[src/rtl/mdu_iterative_if.sv]
`default_nettype none
// ============================================================================
//  Module   : mdu_iterative_if
//  Purpose  : Issue/result bundle between the issuing stage and the iterative
//             RV32M multiply/divide unit. The result side feeds the register
//             file write port (result -> wd3, wa -> wa3, we -> we3).
//  Revision : 1.0  initial release
// ============================================================================
interface mdu_iterative_if #(
  parameter int XLEN = 32
);
  // Request side, driven by the issuing stage
  logic            start;
  logic            flush;
  logic [2:0]      funct3;
  logic [XLEN-1:0] a;
  logic [XLEN-1:0] b;
  logic [4:0]      rd;

  // Response side, driven by the unit
  logic            busy;
  logic            done;
  logic [XLEN-1:0] result;
  logic [4:0]      wa;
  logic            we;

  // Issuing stage view
  modport master (
    output start, flush, funct3, a, b, rd,
    input  busy, done, result, wa, we
  );

  // Multiply/divide unit view
  modport slave (
    input  start, flush, funct3, a, b, rd,
    output busy, done, result, wa, we
  );
endinterface
`default_nettype wire

[src/rtl/mdu_iterative.sv]
`default_nettype none
// ============================================================================
//  Module   : mdu_iterative
//  Purpose  : Iterative RV32M multiply/divide unit. Captures operand
//             magnitudes on accept, runs 32 shift-add (multiply) or restoring
//             (divide) iterations, then presents a registered result with a
//             one-cycle done / register-file write enable.
//  Revision : 1.0  initial release
// ============================================================================
module mdu_iterative #(
  parameter int XLEN = 32
) (
  input  logic          clk,
  input  logic          reset_n,
  mdu_iterative_if.slave bus
);

  // --------------------------------------------------------------------------
  // Constants
  // --------------------------------------------------------------------------
  localparam logic [1:0] S_IDLE = 2'd0;
  localparam logic [1:0] S_CALC = 2'd1;
  localparam logic [1:0] S_DONE = 2'd2;

  // Counter value during the final (32nd) iteration
  localparam logic [5:0] C_LAST_ITER = 6'(XLEN - 1);

  localparam logic [XLEN-1:0] C_INT_MIN  = {1'b1, {(XLEN-1){1'b0}}};
  localparam logic [XLEN-1:0] C_ALL_ONES = {XLEN{1'b1}};

  localparam logic [2:0] C_MUL    = 3'b000;
  localparam logic [2:0] C_MULH   = 3'b001;
  localparam logic [2:0] C_MULHSU = 3'b010;
  localparam logic [2:0] C_MULHU  = 3'b011;
  localparam logic [2:0] C_DIV    = 3'b100;
  localparam logic [2:0] C_DIVU   = 3'b101;
  localparam logic [2:0] C_REM    = 3'b110;
  localparam logic [2:0] C_REMU   = 3'b111;

  // --------------------------------------------------------------------------
  // State and datapath registers
  // --------------------------------------------------------------------------
  logic [1:0]        r_state;
  logic [1:0]        w_state_nxt;
  logic [5:0]        r_cnt;
  logic [2:0]        r_op;
  logic [4:0]        r_rd;
  logic              r_neg;     // final result must be negated
  logic              r_bzero;   // divisor was zero
  logic              r_ovf;     // signed INT_MIN / -1
  logic [XLEN-1:0]   r_a;       // raw rs1, returned by REM/REMU on divide-by-zero
  logic [XLEN-1:0]   r_mb;      // |b| (multiplicand or divisor)
  logic [2*XLEN-1:0] r_acc;     // mul: {partial product, multiplier}; div: {remainder, quotient}
  logic [XLEN-1:0]   r_result;
  logic [4:0]        r_wa;

  // --------------------------------------------------------------------------
  // Accept-time decode
  // --------------------------------------------------------------------------
  logic            w_accept;
  logic            w_sgn_a;
  logic            w_sgn_b;
  logic            w_neg_a;
  logic            w_neg_b;
  logic [XLEN-1:0] w_mag_a;
  logic [XLEN-1:0] w_mag_b;
  logic            w_res_neg;
  logic            w_bzero;
  logic            w_ovf;

  assign w_accept = (r_state == S_IDLE) && bus.start && !bus.flush;

  // Operand signedness, magnitudes and result sign for the requested op
  always_comb begin
    w_sgn_a = 1'b0;
    w_sgn_b = 1'b0;
    case (bus.funct3)
      C_MUL, C_MULH, C_DIV, C_REM: begin
        w_sgn_a = 1'b1;
        w_sgn_b = 1'b1;
      end
      C_MULHSU: begin
        w_sgn_a = 1'b1;
        w_sgn_b = 1'b0;
      end
      default: begin
        w_sgn_a = 1'b0;
        w_sgn_b = 1'b0;
      end
    endcase

    w_neg_a = w_sgn_a && bus.a[XLEN-1];
    w_neg_b = w_sgn_b && bus.b[XLEN-1];
    w_mag_a = w_neg_a ? (~bus.a + 1'b1) : bus.a;
    w_mag_b = w_neg_b ? (~bus.b + 1'b1) : bus.b;

    // A remainder takes the dividend's sign; everything else takes the
    // product/quotient sign.
    if (bus.funct3 == C_REM) begin
      w_res_neg = w_neg_a;
    end else begin
      w_res_neg = w_neg_a ^ w_neg_b;
    end

    w_bzero = (bus.b == '0);
    w_ovf   = ((bus.funct3 == C_DIV) || (bus.funct3 == C_REM)) &&
              (bus.a == C_INT_MIN) && (bus.b == C_ALL_ONES);
  end

  // --------------------------------------------------------------------------
  // One iteration step
  // --------------------------------------------------------------------------
  logic [XLEN:0]     w_add;     // partial product + multiplicand, with carry
  logic [XLEN:0]     w_hi;      // remainder shifted left with next dividend bit
  logic              w_ge;
  logic [XLEN-1:0]   w_sub;
  logic [2*XLEN-1:0] w_acc_nxt;

  // Shift-add multiply or restoring divide step on the shared accumulator
  always_comb begin
    w_add = {1'b0, r_acc[2*XLEN-1:XLEN]} + {1'b0, r_mb};
    w_hi  = {r_acc[2*XLEN-1:XLEN], r_acc[XLEN-1]};
    w_ge  = (w_hi >= {1'b0, r_mb});
    // When w_ge holds the difference is below 2^XLEN, so truncation is exact
    w_sub = w_hi[XLEN-1:0] - r_mb;

    if (r_op[2]) begin
      if (w_ge) begin
        w_acc_nxt = {w_sub, r_acc[XLEN-2:0], 1'b1};
      end else begin
        w_acc_nxt = {w_hi[XLEN-1:0], r_acc[XLEN-2:0], 1'b0};
      end
    end else begin
      if (r_acc[0]) begin
        w_acc_nxt = {w_add, r_acc[XLEN-1:1]};
      end else begin
        w_acc_nxt = {1'b0, r_acc[2*XLEN-1:1]};
      end
    end
  end

  // --------------------------------------------------------------------------
  // Final result from the last iteration's accumulator
  // --------------------------------------------------------------------------
  logic [2*XLEN-1:0] w_prod;
  logic [XLEN-1:0]   w_quot;
  logic [XLEN-1:0]   w_rem;
  logic [XLEN-1:0]   w_result;

  // Sign-correct the magnitudes and apply the divide special cases
  always_comb begin
    w_prod = r_neg ? (~w_acc_nxt + 1'b1) : w_acc_nxt;
    w_quot = r_neg ? (~w_acc_nxt[XLEN-1:0] + 1'b1) : w_acc_nxt[XLEN-1:0];
    w_rem  = r_neg ? (~w_acc_nxt[2*XLEN-1:XLEN] + 1'b1) : w_acc_nxt[2*XLEN-1:XLEN];

    case (r_op)
      C_MUL: begin
        w_result = w_prod[XLEN-1:0];
      end
      C_MULH, C_MULHSU, C_MULHU: begin
        w_result = w_prod[2*XLEN-1:XLEN];
      end
      C_DIV, C_DIVU: begin
        if (r_bzero) begin
          w_result = C_ALL_ONES;
        end else if (r_ovf) begin
          w_result = C_INT_MIN;
        end else begin
          w_result = w_quot;
        end
      end
      C_REM, C_REMU: begin
        if (r_bzero) begin
          w_result = r_a;
        end else if (r_ovf) begin
          w_result = '0;
        end else begin
          w_result = w_rem;
        end
      end
      default: begin
        w_result = '0;
      end
    endcase
  end

  // --------------------------------------------------------------------------
  // FSM
  // --------------------------------------------------------------------------
  // State register
  always_ff @(posedge clk or negedge reset_n) begin
    if (!reset_n) begin
      r_state <= S_IDLE;
    end else begin
      r_state <= w_state_nxt;
    end
  end

  // Next state: flush wins over everything, DONE always lasts one cycle
  always_comb begin
    w_state_nxt = r_state;
    case (r_state)
      S_IDLE: begin
        if (w_accept) begin
          w_state_nxt = S_CALC;
        end
      end
      S_CALC: begin
        if (bus.flush) begin
          w_state_nxt = S_IDLE;
        end else if (r_cnt == C_LAST_ITER) begin
          w_state_nxt = S_DONE;
        end
      end
      S_DONE: begin
        w_state_nxt = S_IDLE;
      end
      default: begin
        w_state_nxt = S_IDLE;
      end
    endcase
  end

  // Handshake outputs decoded from the current state
  always_comb begin
    bus.busy = (r_state != S_IDLE);
    bus.done = (r_state == S_DONE);
    bus.we   = (r_state == S_DONE) && (r_wa != 5'd0);
  end

  // --------------------------------------------------------------------------
  // Datapath
  // --------------------------------------------------------------------------
  // Capture operands on accept, iterate in CALC, register result on the last step
  always_ff @(posedge clk or negedge reset_n) begin
    if (!reset_n) begin
      r_cnt    <= '0;
      r_op     <= '0;
      r_rd     <= '0;
      r_neg    <= 1'b0;
      r_bzero  <= 1'b0;
      r_ovf    <= 1'b0;
      r_a      <= '0;
      r_mb     <= '0;
      r_acc    <= '0;
      r_result <= '0;
      r_wa     <= '0;
    end else if (w_accept) begin
      r_cnt   <= '0;
      r_op    <= bus.funct3;
      r_rd    <= bus.rd;
      r_neg   <= w_res_neg;
      r_bzero <= w_bzero;
      r_ovf   <= w_ovf;
      r_a     <= bus.a;
      r_mb    <= w_mag_b;
      r_acc   <= {{XLEN{1'b0}}, w_mag_a};
    end else if ((r_state == S_CALC) && !bus.flush) begin
      r_cnt <= r_cnt + 6'd1;
      r_acc <= w_acc_nxt;
      if (r_cnt == C_LAST_ITER) begin
        r_result <= w_result;
        r_wa     <= r_rd;
      end
    end
  end

  assign bus.result = r_result;
  assign bus.wa     = r_wa;

endmodule
`default_nettype wire

[src/flat_wrapper.sv]
// flat-port wrapper written by rule: the top's interface ports become plain ports
module mdu_iterative_flat 
#(
  parameter int XLEN = 32
)
  (clk, reset_n, bus_start, bus_flush, bus_funct3, bus_a, bus_b, bus_rd, bus_busy, bus_done, bus_result, bus_wa, bus_we);
  mdu_iterative_if #(.XLEN(XLEN)) bus_i ();
  input  logic clk;
  input  logic reset_n;
  input wire logic [$bits(bus_i.start)-1:0] bus_start;
  input wire logic [$bits(bus_i.flush)-1:0] bus_flush;
  input wire logic [$bits(bus_i.funct3)-1:0] bus_funct3;
  input wire logic [$bits(bus_i.a)-1:0] bus_a;
  input wire logic [$bits(bus_i.b)-1:0] bus_b;
  input wire logic [$bits(bus_i.rd)-1:0] bus_rd;
  output wire logic [$bits(bus_i.busy)-1:0] bus_busy;
  output wire logic [$bits(bus_i.done)-1:0] bus_done;
  output wire logic [$bits(bus_i.result)-1:0] bus_result;
  output wire logic [$bits(bus_i.wa)-1:0] bus_wa;
  output wire logic [$bits(bus_i.we)-1:0] bus_we;
  assign bus_i.start = bus_start;
  assign bus_i.flush = bus_flush;
  assign bus_i.funct3 = bus_funct3;
  assign bus_i.a = bus_a;
  assign bus_i.b = bus_b;
  assign bus_i.rd = bus_rd;
  assign bus_busy = bus_i.busy;
  assign bus_done = bus_i.done;
  assign bus_result = bus_i.result;
  assign bus_wa = bus_i.wa;
  assign bus_we = bus_i.we;
  mdu_iterative #(.XLEN(XLEN)) u_core (.clk(clk), .reset_n(reset_n), .bus(bus_i));
endmodule
[config.mk]
export PLATFORM = sky130hd
export DESIGN_NAME = mdu_iterative_flat
export DESIGN_NICKNAME = d
export VERILOG_FILES = /design/src/rtl/mdu_iterative_if.sv /design/src/rtl/mdu_iterative.sv /design/src/flat_wrapper.sv
export SDC_FILE = /design/constraint.sdc
export NUM_CORES = 1
export LEC_CHECK = 0
export BUFFER_PORTS_ARGS = -buffer_cell sky130_fd_sc_hd__buf_2
export CORE_ASPECT_RATIO = 1.1
export CORE_MARGIN = 4
export CORE_UTILIZATION = 35
export CTS_BUF_LIST = sky130_fd_sc_hd__clkbuf_8 sky130_fd_sc_hd__clkbuf_16
export DETAILED_ROUTE_END_ITERATION = 7
export SLEW_MARGIN = 20
export SYNTH_ARGS = -nofsm -noshare
export SYNTH_HDL_FRONTEND = slang
export SYNTH_SLANG_ARGS = --single-unit
[constraint.sdc]
create_clock -name clk -period 5.9 [get_ports clk]
set_clock_uncertainty 0.1 [all_clocks]
set_input_delay 0.295 -clock clk [delete_from_list [all_inputs] [get_ports clk]]
set_output_delay 0.295 -clock clk [all_outputs]
set_load 0.01 [all_outputs]
==> out/metrics.yaml, run 1 <==
status: "finished, final reports clean"
drt_wl_total_mm: 75.6
powerDensity_nw_per_um2: 498
postCtsResizedCells: 0
end_kind: "flip-flop"
clock_path_buffers: 2
tritoncts: "done"
synth-edff-count: 0
rows: 86
synth.area.top_cells: "dfrtp_1 (26%), nand2_1 (8.1%), o21ai_0 (6.2%), ha_1 (4.9%), a21oi_1 (4.9%)"
overflow: 0
tightest_slew_ps: 1140
fin_area_sq_um: 20000
slew_violations: 0
ys.flop_type: "dfrtp_1"
yosys.area.top_type: "dfrtp_1"
syn-num-nets: 2485
synth_cells: 2337
n_antenna_cell: 0
ys_async_sr_fraction_pct: 100
cp-start-kind: "flip-flop"
r2r-start: "u_core.r_acc[51]$_DFFE_PN0P_"
timing.critical_path.required_ps: 6190
drc: 0
slew_headroom_pct: 23.5
wl_per_cell_microns: 24.3
tns_ps: 0
via_count: 19300
core_area_sq_um: 50100
peakVddDrop_mv: 0.276
drive_gt1_share_pct: 12.4
final_cells: 3113
hp-start: "bus_b[1]"
fin_nets: 2588
netlist.area_leader.share_pct: 26.0
dieArea_sq_um: 54300
netlist_area_sq_um: 17700
die_y_microns: 244
firstDrtPassIters: 6
min_period_ps: 5560
hp-class: "input port to flip-flop"
clock_latency_ps: 470
ys_seq_elements: 184
hold_path_depth: 3
hold_viol_final: 0
initial_core_util_pct: 35.4
drtIter0Drc: 2045
r2r_setup_slack_ps: 340
worstRegToRegCells: 18
grt_pass1_wl_mm: 115
utilization_pct: 40.0
crit_fanout: 6
fin_crit_sh_pct: 94.2
cap_violations: 0
ant_nets: 0
dp_hpwl_mm: 58.1
viasPerCell: 6.20
place.gp.congestion: 0.996
ys_types: 110
path_class: "flip-flop to flip-flop"
max_freq_mhz: 180
syn_area_per_cell_sq_um: 7.58
ios: 116
path_clk_slew_ps: 80
area_growth_pct: 13.1
io_buffers: 115
grt_pass1_vias: 18700
p_leak_nw: 8.47
die_w_microns: 223
antenna_found_initial: 2
grtUsageTotal_pct: 26.9
cts_buffers: 17
total_power_w: 0.00998
ys.warnings.count: 0
post_cts_buffers: 0
numClockSinks: 184
cts-root-buf: "clkbuf_16"
grt_max_degree: 79
setup_viol: 0
htree_levels: 4
rsz0062_at_grt: "false"
seq_area_frac_synth_pct: 26.0
placed_area_sq_um: 19100
dp_cells: 3048
critPathArrivalTime_ps: 5850
reg2reg_to: "u_core.bus.result[18]$_DFFE_PN0P_"
min_to: "u_core.r_mb[1]$_DFFE_PN0P_"
[final cells by class]
cell class | instances | area (sq um)
Multi-Input combinational cell | 1941 | 12300
Sequential cell | 184 | 4610
Fill cell | 5249 | 30100
Clock inverter | 14 | 149
Tap cell | 660 | 826
Timing Repair Buffer | 222 | 1470
Clock buffer | 18 | 439
Inverter | 74 | 278
[Yosys cell counts (27+ instances only)]
| cell type | instances |
|---|---|
| nand2_1 | 382 |
| o21ai_0 | 221 |
| dfrtp_1 | 184 |
| a21oi_1 | 173 |
| nor2_1 | 162 |
| clkbuf_1 | 94 |
| xnor2_1 | 85 |
| inv_1 | 71 |
| ha_1 | 70 |
| xor2_1 | 50 |
| nor3_1 | 49 |
| nand3_1 | 46 |
| o211ai_1 | 45 |
| nand4_1 | 44 |
| mux2i_1 | 39 |
| a31oi_1 | 34 |
| a211oi_1 | 31 |
| o31ai_1 | 30 |
| nor4_1 | 27 |
[metal layers]
metal	part of all wire, %	global-route usage (%)
met1	41	34.7
met2	47	44.2
met3	7.0	4.15
met4	5.1	13.1
met5	0.020	0
[critical path, stage by stage, from the launching register on]
cell      delay [ps]
dfrtp_1          430
ha_1             420
a21oi_1          300
o21ai_0          290
a22oi_1          290
a21o_1           280
a31o_2           310
ha_1             240
o211a_1          190
nand4_1          160
or3_1            530
or2_1            330
o21ai_1          280
nor3b_1          300
nand4_1          230
o21ai_0          270
xor2_1           100
o221a_2          260
a211oi_1         150
[power breakdown]
part	internal (W)	total, W	switching, W
clock	0.000639	0.00122	0.000577
sequential	0.00153	0.00189	0.000369
combinational	0.00238	0.00687	0.00449
total	0.00454	0.00998	0.00544
[layout by cell type (no fill, tap or decap), types with 50 or more instances in the layout]
cell type and n:
nand2_1 382, o21ai_0 221, dfrtp_1 182, a21oi_1 173, nor2_1 161, buf_2 114
xnor2_1 85, buf_4 74, inv_1 73, ha_1 70, xor2_1 50
[per-stage QoR]
step           hold WS (ps)  setup WS (ps)
4_1_cts                13.5            411
3_5_place_dp            225            465
6_report               34.3            342
5_1_grt                36.8           90.1
2_1_floorplan          -101           1090
3_3_place_gp            222            538
[logic make-up after synthesis]
family | synth area share [%]
AOI/OAI and AO/OA | 29.9
xor gates and xnor gates | 6.67
adders and majority gates | 5.17
buffers and inverters | 4.90
DFF | 26.0
muxes | 2.90
and+or+nand+nor | 24.4
[repair_timing]
action | CTS | global route
endpoints found under the hold margin | 92 | 0
hold buffers | 33 | 0
endpoints found under the setup margin | 0 | 0
[worst max-delay path by stage]
stage	startpoint	to	depth (start not counted)
detailed placement	u_core.r_acc[51]$_DFFE_PN0P_	u_core.bus.result[18]$_DFFE_PN0P_	18
CTS	u_core.r_acc[53]$_DFFE_PN0P_	u_core.bus.result[18]$_DFFE_PN0P_	18
global route	u_core.r_acc[51]$_DFFE_PN0P_	u_core.bus.result[18]$_DFFE_PN0P_	18
global placement	u_core.r_acc[57]$_DFFE_PN0P_	u_core.bus.result[18]$_DFFE_PN0P_	18
floorplan	u_core.r_acc[37]$_DFFE_PN0P_	u_core.bus.result[18]$_DFFE_PN0P_	19
finish	u_core.r_acc[51]$_DFFE_PN0P_	u_core.bus.result[18]$_DFFE_PN0P_	18
[registers in the layout, indices dropped and copies added (netlist names)]
| register | cells |
|---|---|
| u_core.r_acc | 64 |
| u_core.bus.result | 32 |
| u_core.r_a | 32 |
| u_core.r_mb | 32 |
| u_core.r_cnt | 6 |
| u_core.bus.wa | 5 |
| u_core.r_rd | 5 |
| u_core.r_op | 3 |
| u_core.r_state | 2 |
| u_core.r_bzero | 1 |
| u_core.r_neg | 1 |
| u_core.r_ovf | 1 |
No activity file was read; power rests on OpenSTA's default activity.
==> inputs of run 2 (changes only) <==
Settings changed: GPL_TIMING_DRIVEN set to 0.
Clock period 5.9 ns to 5.3 ns, I/O delays scaled along.
==> run 2 against run 1 <==
  * Clock power up 25%
  * Combinational power up 16%
  * Via count up 2.7%
  * The flow now finishes with violations (setup timing)
  * First-iteration DRC count up 3.9%
  * Sequential share of layout area down 0.74 points
  * Cell count up 3.0%
  * Worst setup slack worse by 440 ps
  * Largest cell class unchanged
  * Global-route usage up 4.0 points
  * Core utilization up 1.5 points
  * Total power up 18%
==> out/metrics.yaml, run 2 (same netlist as run 1, synthesis figures left out) <==
timing.critical_path.required_ps: 5580
min_to: "u_core.r_mb[3]$_DFFE_PN0P_"
cap_violations: 0
grtUsageTotal_pct: 30.9
io_buffers: 115
place.gp.congestion: 0.992
initial_core_util_pct: 35.4
seqPwrFrac_pct: 18.9
hold_path_depth: 3
rows: 86
critPathArrivalTime_ps: 5680
hp-start: "bus_b[3]"
dpl_worst_slack_ps: -1140
hp-class: "input port to flip-flop"
max_freq_mhz: 185
path_clk_slew_ps: 70
grt_max_degree: 95
setup_slack_ps: -98.7
ant_nets: 0
mostFrequentLayoutCell: "nand2_1"
crit_fanout: 10
worstRegToRegCells: 17
tightest_slew_ps: 1070
cpMostUsedCell: "inv_1"
r2r_setup_slack_ps: -100
worst_path_largest_cell_delay_ps: 680
cp-start-kind: "flip-flop"
area_growth_pct: 17.2
powerDensity_nw_per_um2: 565
fin_nets: 2682
p_leak_nw: 8.64
wl_per_cell_microns: 26.8
core_area_sq_um: 50100
critPathBufInv: 7
grt_pass1_vias: 19500
end_kind: "flip-flop"
peakVddDrop_mv: 0.262
drtIter0Drc: 2125
overflow: 0
firstDrtPassIters: 5
clockPowerShare_pct: 12.9
path_class: "flip-flop to flip-flop"
htree_levels: 4
tritoncts: "done"
drc: 0
multi_input_area_sq_um: 12500
die_w_microns: 223
status: "complete, but fails checks"
slowest_stage: "o21ai_0"
internal_power_w: 0.00532
largest_register: "u_core.r_acc"
crit_chain: "buf_2 > clkbuf_4 > inv_1 > clkbuf_1 > clkdlybuf4s15_2 > a21o_1 > inv_1 > o21ai_0 > nand2_1 > o21ai_4 > nor3b_4 > nand4_1 > buf_6 > o41ai_2 > xnor2_1 > a21oi_2 > o21a_1"
dp_hpwl_mm: 69.1
via_count: 19800
n_antenna_cell: 0
largest_reg_flops: 64
dp_cells: 3115
grt_pass1_wl_mm: 127
fillers: 5321
slew_headroom_pct: 28.7
fin_crit_sh_pct: 102
slew_violations: 0
cts_buffers: 17
min_period_ps: 5400
tns_ps: -135
total_power_w: 0.0117
dieArea_sq_um: 54300
regArea_sq_um: 4620
switching_share_pct: 54.7
cts-root-buf: "clkbuf_16"
p_sw_w: 0.00641
viasPerCell: 6.18
clock_latency_ps: 500
violations: "setup timing"
reg2reg_to: "u_core.bus.result[26]$_DFFE_PN0P_"
setup_viol: 2
placed_area_sq_um: 19200
clock_path_buffers: 2
fin_area_sq_um: 20800
crit_family: "buffers and inverters"
final_cells: 3206
comb_power_share_pct: 68.2
hold_viol_final: 0
ios: 116
drt_wl_total_mm: 86.0
most-common-layout-cells: "nand2_1 (381), o21ai_0 (214), a21oi_1 (168), dfrtp_1 (168), nor2_1 (162)"
antenna_found_initial: 0
r2r-start: "u_core.r_op[2]$_DFFE_PN0P_"
numClockSinks: 184
drive_gt1_share_pct: 13.2
die_y_microns: 244
-- run 2: worst max-delay path by stage --
stage / from / end / cells after the start
2_1_floorplan: u_core.r_acc[37]$_DFFE_PN0P_ / u_core.bus.result[18]$_DFFE_PN0P_ / 19
5_1_grt: u_core.r_op[2]$_DFFE_PN0P_ / u_core.bus.result[26]$_DFFE_PN0P_ / 17
6_report: u_core.r_op[2]$_DFFE_PN0P_ / u_core.bus.result[26]$_DFFE_PN0P_ / 17
4_1_cts: u_core.r_mb[23]$_DFFE_PN0P_ / u_core.bus.result[26]$_DFFE_PN0P_ / 23
3_5_place_dp: u_core.r_op[2]$_DFFE_PN0P_ / u_core.bus.result[16]$_DFFE_PN0P_ / 16
3_3_place_gp: u_core.r_op[2]$_DFFE_PN0P_ / u_core.bus.result[20]$_DFFE_PN0P_ / 16
-- run 2: repair_timing --
action | 4_1_cts | 5_1_grt
hold buffers | 41 | 0
setup endpoints to repair | 33 | 18
resized for setup | 60 | 32
setup buffers | 12 | 8
pin swaps | 8 | 15
endpoints found under the hold margin | 145 | 0
-- run 2: cell type report --
type,instances,area share (%)
clock inverter,12,1.07
sequential,184,22.3
multi-input combinational,1941,60.3
buffer,137,3.02
tap,660,3.97
timing repair buffer,179,5.84
clock buffer,19,2.18
inverter,74,1.34
-- run 2: worst reg2reg max path, cell delays in order (launching register included) --
cell and delay (ps):
dfrtp_1 370, buf_2 190, clkbuf_4 250, inv_1 220
clkbuf_1 610, clkdlybuf4s15_2 600, a21o_1 460, inv_1 70
o21ai_0 680, nand2_1 210, o21ai_4 220, nor3b_4 250
nand4_1 130, buf_6 170, o41ai_2 230, xnor2_1 200
a21oi_2 110, o21a_1 220
-- run 2: metrics by stage --
step / utilization (%) / hold slack [ps]
floorplan: - / -131
global route: 41.4 / 36.8
CTS: 41.1 / 6.87
detailed placement: 38.3 / 91.1
finish: 41.4 / 25.9
global placement: 38.1 / 356
-- run 2: layer usage --
layer  part of all wire (%)  global-route usage, %  up-vias
met5                      0                      0        -
met1                     40                   37.8     9599
li1                       -                      -     9049
met2                     46                   50.8      904
met3                    6.1                   4.44      260
met4                    7.7                   20.1        0
-- run 2: power by group through the flow --
stage / combinational, W / clock [W] / sequential, W
after floorplan: 0.00510 / 0 / 0.00195
after global placement: 0.00724 / 0 / 0.00220
after detailed placement: 0.00731 / 0 / 0.00221
after CTS: 0.00764 / 0.00154 / 0.00219
after global routing: 0.00862 / 0.00159 / 0.00223
final: 0.00800 / 0.00152 / 0.00221
